==> config.mk <==
export PLATFORM = sky130hd
export DESIGN_NAME = regfile_param
export DESIGN_NICKNAME = d
export VERILOG_FILES = /design/src/rtl/regfile_param.sv
export SDC_FILE = /design/constraint.sdc
export NUM_CORES = 1
export LEC_CHECK = 0
export ABC_AREA = 0
export BUFFER_PORTS_ARGS = -buffer_cell sky130_fd_sc_hd__buf_2
export CORE_ASPECT_RATIO = 0.7
export CORE_MARGIN = 2
export CORE_UTILIZATION = 45
export DETAILED_ROUTE_END_ITERATION = 10
export HOLD_SLACK_MARGIN = 0.1
export PLACE_DENSITY = 0.66
export SLEW_MARGIN = 5
export SYNTH_ARGS = -nofsm -noshare
export SYNTH_HDL_FRONTEND = slang
export SYNTH_SLANG_ARGS = --single-unit
export TNS_END_PERCENT = 50
==> constraint.sdc <==
create_clock -name clk -period 5.1 [get_ports clk]
set_clock_uncertainty 0.2 [all_clocks]
set_input_delay 0.51 -clock clk [delete_from_list [all_inputs] [get_ports clk]]
set_output_delay 0.51 -clock clk [all_outputs]
set_load 0.02 [all_outputs]
==> src/rtl/regfile_param.sv <==
// regfile_param: parametrised MIPS general-purpose register file.
// Two combinational read ports, one synchronous write port.
// After reset, a clear sequencer zeroes every register, one per clock.
// ready stays low until the last register has been cleared.
// Optional macro REGFILE_WRITE_BYPASS_EN forwards same-cycle write data
// to a read port that addresses the register being written.
module regfile_param #(
    parameter int DATA_WIDTH = 32,
    parameter int ADDR_WIDTH = 5,
    parameter int ZERO_REG   = 1
) (
    input  logic                  clk,
    input  logic                  reset,
    input  logic                  RegWrite,
    input  logic                  RegRead,
    input  logic [ADDR_WIDTH-1:0] ReadReg1,
    input  logic [ADDR_WIDTH-1:0] ReadReg2,
    input  logic [ADDR_WIDTH-1:0] WriteReg,
    input  logic [DATA_WIDTH-1:0] WriteData,
    output logic [DATA_WIDTH-1:0] ReadData1,
    output logic [DATA_WIDTH-1:0] ReadData2,
    output logic                  ready
);

    localparam int DEPTH = 1 << ADDR_WIDTH;
    localparam logic [ADDR_WIDTH-1:0] LAST_ADDR = ADDR_WIDTH'(DEPTH - 1);

    typedef enum logic {
        CLEAR = 1'b0,
        RUN   = 1'b1
    } state_t;

    state_t                  state;
    state_t                  state_nxt;
    logic [ADDR_WIDTH-1:0]   clr_cnt;
    logic [ADDR_WIDTH-1:0]   clr_cnt_nxt;
    logic [DATA_WIDTH-1:0]   regs [DEPTH];
    logic                    wr_en;

    // Register 0 is hardwired to zero only when ZERO_REG is set.
    function automatic logic is_zero_reg(input logic [ADDR_WIDTH-1:0] addr);
        return (ZERO_REG != 0) && (addr == '0);
    endfunction

    // External writes land only in RUN and never on a hardwired-zero register.
    assign wr_en = (state == RUN) && RegWrite && !is_zero_reg(WriteReg);

    // State register: reset restarts clearing from address 0.
    always_ff @(posedge clk) begin
        if (reset) begin
            state   <= CLEAR;
            clr_cnt <= '0;
        end else begin
            state   <= state_nxt;
            clr_cnt <= clr_cnt_nxt;
        end
    end

    // Next state: walk clr_cnt through every address, then enter RUN.
    always_comb begin
        state_nxt   = state;
        clr_cnt_nxt = clr_cnt;
        if (state == CLEAR) begin
            clr_cnt_nxt = clr_cnt + ADDR_WIDTH'(1);
            if (clr_cnt == LAST_ADDR) begin
                state_nxt = RUN;
            end
        end
    end

    // Output decode: the file is usable exactly while in RUN.
    always_comb begin
        ready = (state == RUN);
    end

    // Array update: clearing has priority; the reset edge leaves contents alone.
    always_ff @(posedge clk) begin
        if (!reset) begin
            if (state == CLEAR) begin
                regs[clr_cnt] <= '0;
            end else if (wr_en) begin
                regs[WriteReg] <= WriteData;
            end
        end
    end

    // Read ports: gated to zero in CLEAR, when disabled, or on the zero register.
    always_comb begin
        ReadData1 = '0;
        ReadData2 = '0;
        if ((state == RUN) && RegRead) begin
            if (!is_zero_reg(ReadReg1)) begin
                ReadData1 = regs[ReadReg1];
`ifdef REGFILE_WRITE_BYPASS_EN
                if (wr_en && (ReadReg1 == WriteReg)) begin
                    ReadData1 = WriteData;
                end
`endif
            end
            if (!is_zero_reg(ReadReg2)) begin
                ReadData2 = regs[ReadReg2];
`ifdef REGFILE_WRITE_BYPASS_EN
                if (wr_en && (ReadReg2 == WriteReg)) begin
                    ReadData2 = WriteData;
                end
`endif
            end
        end
    end

endmodule

Yosys cells after proc, flatten, opt, wreduce, memory -nomap -nowiden
Memories as Yosys holds them, arrays and structs flattened. Cells that the tools add are included.

Register bits: 6. RAM bits: 1024. Input bits: 51. Memories: 1.

Memories: regs (words 32, bits a word 32, rd ports 2, clocked after memory_dff 0, wr ports 1, RTL line 37) `logic [DATA_WIDTH-1:0] regs [DEPTH];`.

Add/sub/neg operators: 1. Equal/unequal tests: 1. Multiplexer cells: 16. Reductions and logical operators: 8.

Operators by type and width (count): 32-bit two-way mux (5); 32-bit OR reduction (1); 5-bit zero test (3); 1-bit two-way mux (10); 5-bit by 1-bit adder with 5-bit output (second input constant) (1); 5-bit equality test (second input constant) (1); 5-bit two-way mux (1); 1-bit logical AND (3); 1-bit zero test (1).

Longest topological paths before layout
Gate-level depths: netlist (run 1).

Word-level depth: 9. Depth in mapped cells: 9.

Least setup slack after synthesis (run 1)
No wires, ideal clock.

Kind: in2reg. From: input WriteReg[1]. To: memory regs[12][0], enable pin. Setup time: 0.461 ns. Arrival time: 3.901 ns. Required time: 4.439 ns. Setup slack: 0.538 ns. Cell stages on the path: 5. Path through: buf_2 > nor4_4 > a211oi_4 > mux2_2 > nor3_1.

Longest elaborated chain between the ends: 9.

Ends and longest elaborated chain: from (decl) (RTL line 18) `input logic [ADDR_WIDTH-1:0] WriteReg,`; 5-bit zero test (RTL line 42) `return (ZERO_REG != 0) && (addr == '0);`; 1-bit zero test (RTL line 46) `assign wr_en = (state == RUN) && RegWrite && !is_zero_reg(WriteReg);`; 1-bit logical AND (RTL line 46); 1-bit two-way mux (RTL line 81) `end else if (wr_en) begin`; 1-bit two-way mux (RTL line 79) `if (state == CLEAR) begin`; 1-bit two-way mux (RTL line 78) `if (!reset) begin`; 1-bit two-way mux (not written as such) (RTL line 82) `regs[WriteReg] <= WriteData;`; 32-bit OR reduction (no line); 5-bit two-way mux (no line) or 1-bit two-way mux (tied branches); to (decl) (RTL line 37).

Parallel ways exist; a longest one is shown, timed or not.

Final worst setup path (run 1)
From: register state, in the netlist ready. To: output ReadData2[29].

Longest elaborated chain between the ends: 2.

Ends and longest elaborated chain: from (decl) (RTL line 33) `state_t state;`; from (signal assigned) (RTL line 54) `state <= state_nxt;`; 1-bit logical AND (RTL line 91) `if ((state == RUN) && RegRead) begin`; 32-bit two-way mux (RTL line 91); to (decl) (RTL line 21) `output logic [DATA_WIDTH-1:0] ReadData2,`.

Every way passes these cells.

==> results.md, run 1 <==
* Met2 WL post-DR at 65.82 mm
* Detailed Route Iter0 Violations at 4515
* Worst-Margin Slew at 1221 ps
* Die area at 0.1099 mm^2
* Worst setup EP type: output port
* Top sig layer: met5
* Synth top cells by count: edfxtp_1 (1024), mux2i_1 (395), mux4_2 (309)
* Worst Setup Start Kind: register
* Initial antenna violation count at 8
* Most common cell in the netlist: edfxtp_1
* Asr flop ratio synth at 0%
* Yosys cell types at 52
* Lkg Pwr at 17.16 nW
* Int Pwr at 13.72 mW
* Fin. Hold Viols at 0
* Mux contribution to synthesized area at 23.28%
* Hold WS at 391.2 ps
* # IOs at 116
* Placer Congestion at 0.8699
* Worst vdd ir at 277.2 uV
* Die height at 277.9 um
* Top_reg_cell synth: edfxtp_1
* Total Wirelength at 152.5 mm
* Pwr/cell area at 326.4 mW/mm^2
* DR pass1 iterations at 8
* Gr usage total at 27.41%
* Met1 wire length at 61.10 mm
* Vias in the first global route at 29930
* Via Count at 30610
* Critical R2R Launch: ready
* Crit share post-route at 88.10%
* Die X at 395.3 um
* H-tree levels at 3
* Worst Path Max Fanout at 23
* Class of the worst hold path: reg2reg
* Worst skew pair latency at 680 ps
* Largest area contributor in the netlist: edfxtp_1
* Seq cells post-synth at 1030
* Number of flops mapped to enable cells by yosys at 1024
* GRT overflow at 0
* Final min period at 4493 ps
* DP HPWL at 89.52 mm
* Post-synthesis sequential area ratio at 63.99%
* CTS Sinks at 1030
* # DRC at 0
* Maximum clock rate at 222.6 MHz
* Row Count at 100
* Syn_area_per_cell at 17.35 um^2
* CTS clock-pin slew for the worst setup and hold paths at 60 ps
* Longest Clk Path Bufs at 3
* Combinational group share of total power at 5.7%
* Setup Buffers After CTS at 0
* Pins Over Slew Limit at 0
* Fillers at 8548
* Ys Warns at 0
* Core footprint at 0.1064 mm^2
* Synth Area in Compound Gates at 5.823%
* Share of total power in the clock network at 41.7%
* Routed length on met3 at 20.94 mm
* Setup violators final at 0
* CTS tree: yes
* Starting Density at 45.36%
* Mapped Area at 0.04824 mm^2
* Largest net degree at the start of global routing at 81
* CP arrival at 3780 ps
* Post-synth top area share at 63.74%
* Min-delay src: clr_cnt[0]
* WP data required at 4390 ps
* Num CTS Buffers at 98
* Syn_nets at 2833
* Post-Synth Simple-Gate Area at 4.189%
* Share of cells above drive strength 1 at 25.35%
* Synth Area in XOR/XNOR at 0.05446%
* Root Driver: clkbuf_16
* Nets at 2928
* WL per Instance at 34.75 um
* Setup TNS at 0 ps
* Relative slew slack at 18.60%
* Kind of critical path: reg2out
* Largest family of logic cells by synthesized area: multiplexers
* Count of input and output buffers at 115
* P&R area growth vs syn at 11.71%
* Via density at 6.974
* Switching Power at 3.873 mW
* First-pass GRT wire length at 215.9 mm
* Unrepaired setup endpoints after global routing: false
* Flop pwr share at 52.6%
* Worst Setup SP: ready
* Post-synthesis instance total at 2780
* Synth area leaders: edfxtp_1 (64%), mux4_2 (14%), mux2i_1 (8.2%)
* Sw Share at 22.02%
* Max-Cap Viols at 0
* Post-DRT Antenna Nets at 0
* Status: complete, no violations
* Synth Area in Adders at 0.05187%
-- routing by layer --
metal | global-route usage [%] | vias to the layer above
li1 | - | 11990
met1 | 40.83 | 16020
met2 | 39.13 | 2301
met3 | 7.711 | 294
met4 | 8.424 | 2
met5 | 0 | -
-- power groups by stage --
stage / clock network, mW / logic [mW] / registers (mW)
floorplan: 0 / 0.677 / 9.43
global placement: 0 / 0.970 / 9.43
detailed placement: 0 / 0.984 / 9.44
CTS: 7.39 / 0.988 / 9.26
global route: 7.75 / 1.03 / 9.26
finish: 7.33 / 1.00 / 9.26
-- registers in the layout, indices dropped and copies added, names as in the netlist --
register	count
ready	1
regs	1024
clr_cnt	5
-- logic make-up after synthesis --
logic type      count (synthesis)
compound gates                450
simple gates                  329
xor+xnor                        3
buf+inv                       247
flops                        1030
mux                           719
fa+ha+maj                       2
-- critical path, stage by stage (launching register included) --
cell,delay (ps)
dfxtp_1,780
and3_2,350
nor2b_4,550
buf_4,600
a32oi_1,210
nand4_1,340
buf_2,240
-- final timing paths --
check / endpoint / slack (ps) / cells past startpoint
worst max-delay path: ReadData2[29] / 610 / 6
worst min-delay path: clr_cnt[0] / 390 / 2
worst max register to register: regs[3][12] / 1170 / 5
worst min register to register: clr_cnt[0] / 390 / 2
-- cell usage in the layout (no fill, tap or decap), drive strengths merged, types with 35 or more instances in the layout --
master,n
edfxtp,1024
mux2i,395
mux4,319
buf,239
o22ai,189
and3,131
clkbuf,118
a21oi,63
a31oi,63
nand4,63
o21ai,63
clkinv,51
and2,35
-- stage by stage --
stage          setup slack (ps)  utilization, %  total power [mW]  cells  area [um^2]
6_report                  606.7           50.67             17.59   4389        53890
5_1_grt                   584.7           50.67             18.05   4389        53890
4_1_cts                   715.4           50.66             17.63   4386        53880
3_5_place_dp               1162           47.67             10.42   4202        50700
3_3_place_gp               1165           47.67             10.40   4202        50700
2_1_floorplan             537.5               -             10.11   2780        48240
-- final cells by class --
class / count / area [um^2] / area share (%)
Multi-Input combinational cell: 1503 / 16330 / 30.31
Clock buffer: 118 / 2591 / 4.808
Inverter: 2 / 7.507 / 0.01393
Tap cell: 1428 / 1787 / 3.315
Timing Repair Buffer: 240 / 1712 / 3.176
Sequential cell: 1030 / 30870 / 57.28
Antenna cell: 3 / 7.507 / 0.01393
Clock inverter: 65 / 583.1 / 1.082
-- repair_timing --
| action | CTS | global route |
|---|---|---|
| hold buffers | 1 | 0 |
| hold endpoints to repair | 6 | 0 |
| resized for setup | 0 | 0 |
Power figures use the tool's default switching activity.
==> run 2, diff against run 1 <==
--- a/config.mk
+++ b/config.mk
@@ -8,7 +8,6 @@
 export ABC_AREA = 0
 export BUFFER_PORTS_ARGS = -buffer_cell sky130_fd_sc_hd__buf_2
 export CORE_ASPECT_RATIO = 0.7
-export CORE_MARGIN = 2
 export CORE_UTILIZATION = 45
 export DETAILED_ROUTE_END_ITERATION = 10
 export HOLD_SLACK_MARGIN = 0.1
==> results.md, run 2 (same netlist as run 1, synthesis figures left out) <==
* Status: complete, no violations (unchanged)
* R2R Path End: regs[15][16] (was regs[3][12])
* # DRC at 0 (unchanged)
* Worst Hold End: ready (was clr_cnt[0])
* # IOs at 116 (unchanged)
* Via density at 7.022 (was 6.974)
* GRT overflow at 0 (unchanged)
* Fillers at 8411 (was 8548)
* CP arrival at 3540 ps (was 3780 ps)
* CTS Sinks at 1030 (unchanged)
* Total Wirelength at 154.6 mm (was 152.5 mm)
* Initial antenna violation count at 13 (was 8)
* Gr busiest metal: met2 (was met1)
* Gr usage total at 28.07% (was 27.41%)
* M1 GR Usage at 39.38% (was 40.83%)
* Int Pwr at 13.93 mW (was 13.72 mW)
* Num CTS Buffers at 105 (was 98)
* Nets at 2932 (was 2928)
* Cell total after placement at 4199 (was 4202)
* Share of cells above drive strength 1 at 25.50% (was 25.35%)
* Relative slew slack at 15.31% (was 18.60%)
* Pwr Total at 17.85 mW (was 17.59 mW)
* Post-CTS Resized at 0 (unchanged)
* Worst skew pair latency at 680 ps (about the same)
* Row Count at 100 (unchanged)
* Largest register FFs at 1024 (unchanged)
* Worst vdd ir at 280.5 uV (was 277.2 uV)
* Final min period at 4246 ps (was 4493 ps)
* Layout Cells excl Fill at 4398 (was 4389)
* DR pass1 iterations at 8 (unchanged)
* CTS tree: yes (unchanged)
* Fin. Hold Viols at 0 (unchanged)
* DP HPWL at 88.29 mm (was 89.52 mm)
* Pwr/cell area at 330.0 mW/mm^2 (was 326.4 mW/mm^2)
* Critical R2R Launch: ready (unchanged)
* Combinational group share of total power at 5.6% (was 5.7%)
* WL per Instance at 35.16 um (was 34.75 um)
* Most frequent cells in the layout: edfxtp_1 (1024), mux2i_1 (395), mux4_2 (309) (unchanged)
* Post-DRT Antenna Nets at 0 (unchanged)
* Worst Setup Start Kind: register (unchanged)
* Die height at 275.9 um (was 277.9 um)
* Lkg Pwr at 17.24 nW (was 17.16 nW)
* Count of input and output buffers at 115 (unchanged)
* Unrepaired setup endpoints after global routing: false (unchanged)
* Flop pwr share at 51.9% (was 52.6%)
* Class of the worst hold path: reg2reg (unchanged)
* Setup Slack @ Placement at 1086 ps (was 1162 ps)
* Biggest register: regs (unchanged)
* Maximum clock rate at 235.5 MHz (was 222.6 MHz)
* Vias in the first global route at 30140 (was 29930)
* Detailed Route Iter0 Violations at 4618 (was 4515)
* Starting Density at 45.41% (was 45.36%)
* WP data required at 4390 ps (about the same)
* M3 GR Usage at 8.284% (was 7.711%)
* Worst setup EP type: output port (unchanged)
* First-pass GRT wire length at 218.1 mm (was 215.9 mm)
* Die area at 0.1085 mm^2 (was 0.1099 mm^2)
* Min-delay src: ready (was clr_cnt[0])
* Min setup slack post-route at 853.9 ps (was 606.7 ps)
* Leading cell type in the layout, fill and taps excluded: edfxtp_1 (unchanged)
* Via Count at 30880 (was 30610)
* Worst R2R Path Depth at 7 (was 5)
* Kind of critical path: reg2out (unchanged)
* Crit share post-route at 83.26% (was 88.10%)
* Core footprint at 0.1062 mm^2 (was 0.1064 mm^2)
* Worst-Margin Slew at 1270 ps (was 1221 ps)
* Sw Share at 21.96% (was 22.02%)
* Root Driver: clkbuf_16 (unchanged)
* Largest net degree at the start of global routing at 102 (was 81)
* Hold path depth at 2 (unchanged)
* Longest Clk Path Bufs at 3 (unchanged)
* Pins Over Slew Limit at 0 (unchanged)
* Worst reg-to-reg setup slack at 1650 ps (was 1170 ps)
* Setup violators final at 0 (unchanged)
* Max-Cap Viols at 0 (unchanged)
* Post-Route Utilization at 50.91% (was 50.67%)
* H-tree levels at 3 (unchanged)
* Die X at 393.3 um (was 395.3 um)
* Met2 Use GR at 41.54% (was 39.13%)
* Share of total power in the clock network at 42.4% (was 41.7%)
* Switching Power at 3.920 mW (was 3.873 mW)
* Setup TNS at 0 ps (unchanged)
* Worst Path Max Fanout at 15 (was 23)
* Placer Congestion at 0.8571 (was 0.8699)
* P&R area growth vs syn at 12.10% (was 11.71%)
* CTS clock-pin slew for the worst setup and hold paths at 60 ps (about the same)
run 2: cell types whose count changed in the layout (fill, tap and decap cells not counted), sizes merged:
| cell | previous run | this run |
|---|---|---|
| clkbuf | 118 | 125 |
| buf | 239 | 236 |
| clkinvlp | 3 | 5 |
| diode | 3 | 5 |
| inv | 4 | 6 |
| clkinv | 51 | 50 |
run 2: routing by layer:
layer | wire (um) | up-vias | part of all wire (%)
met4 | 5847 | 4 | 3.8
li1 | - | 11990 | -
met2 | 68190 | 2351 | 44
met1 | 59370 | 16150 | 38
met5 | 24 | - | 0.016
met3 | 21180 | 386 | 14
run 2: how the worst max path moves through the flow:
stage | startpoint | endpoint
global route | ready | ReadData2[13]
global placement | ReadReg1[3] | ReadData1[16]
finish | ready | ReadData2[4]
floorplan | WriteReg[1] | regs[12][0]
detailed placement | ReadReg1[3] | ReadData1[16]
CTS | ready | ReadData2[10]
run 2: cell type report:
| type | count | area, um^2 | share of cell area, % |
|---|---|---|---|
| Inverter | 2 | 7.507 | 0.01388 |
| Sequential cell | 1030 | 30870 | 57.08 |
| Clock inverter | 68 | 599.3 | 1.108 |
| Timing Repair Buffer | 237 | 1727 | 3.193 |
| Clock buffer | 125 | 2745 | 5.076 |
| Antenna cell | 5 | 12.51 | 0.02314 |
| Multi-Input combinational cell | 1503 | 16330 | 30.20 |
| Tap cell | 1428 | 1787 | 3.304 |
run 2: metrics by stage:
| step | hold slack (ps) | area (um^2) |
|---|---|---|
| floorplan | 344.4 | 48240 |
| global placement | 349.2 | 50710 |
| detailed placement | 365.2 | 50710 |
| CTS | 378.0 | 54070 |
| global route | 422.1 | 54080 |
| finish | 374.0 | 54080 |
run 2: critical path, stage by stage (launching register included):
cell and delay, ps:
dfxtp_1 430, buf_4 260, and3_2 210, nor2b_4 700, buf_4 550, buf_4 240, a32oi_1 70, nand4_1 190
buf_2 190
run 2: power groups by stage:
stage / registers, mW / clock network [mW] / logic, mW
2_1_floorplan: 9.43 / 0 / 0.677
3_3_place_gp: 9.43 / 0 / 0.976
3_5_place_dp: 9.44 / 0 / 0.986
4_1_cts: 9.26 / 7.62 / 0.990
5_1_grt: 9.27 / 7.92 / 1.04
6_report: 9.26 / 7.58 / 1.01
run 2: what timing repair did:
| action | 4_1_cts | 5_1_grt |
|---|---|---|
| setup buffers | 0 | 0 |
| hold buffers | 1 | 0 |
| hold endpoints to repair | 6 | 0 |
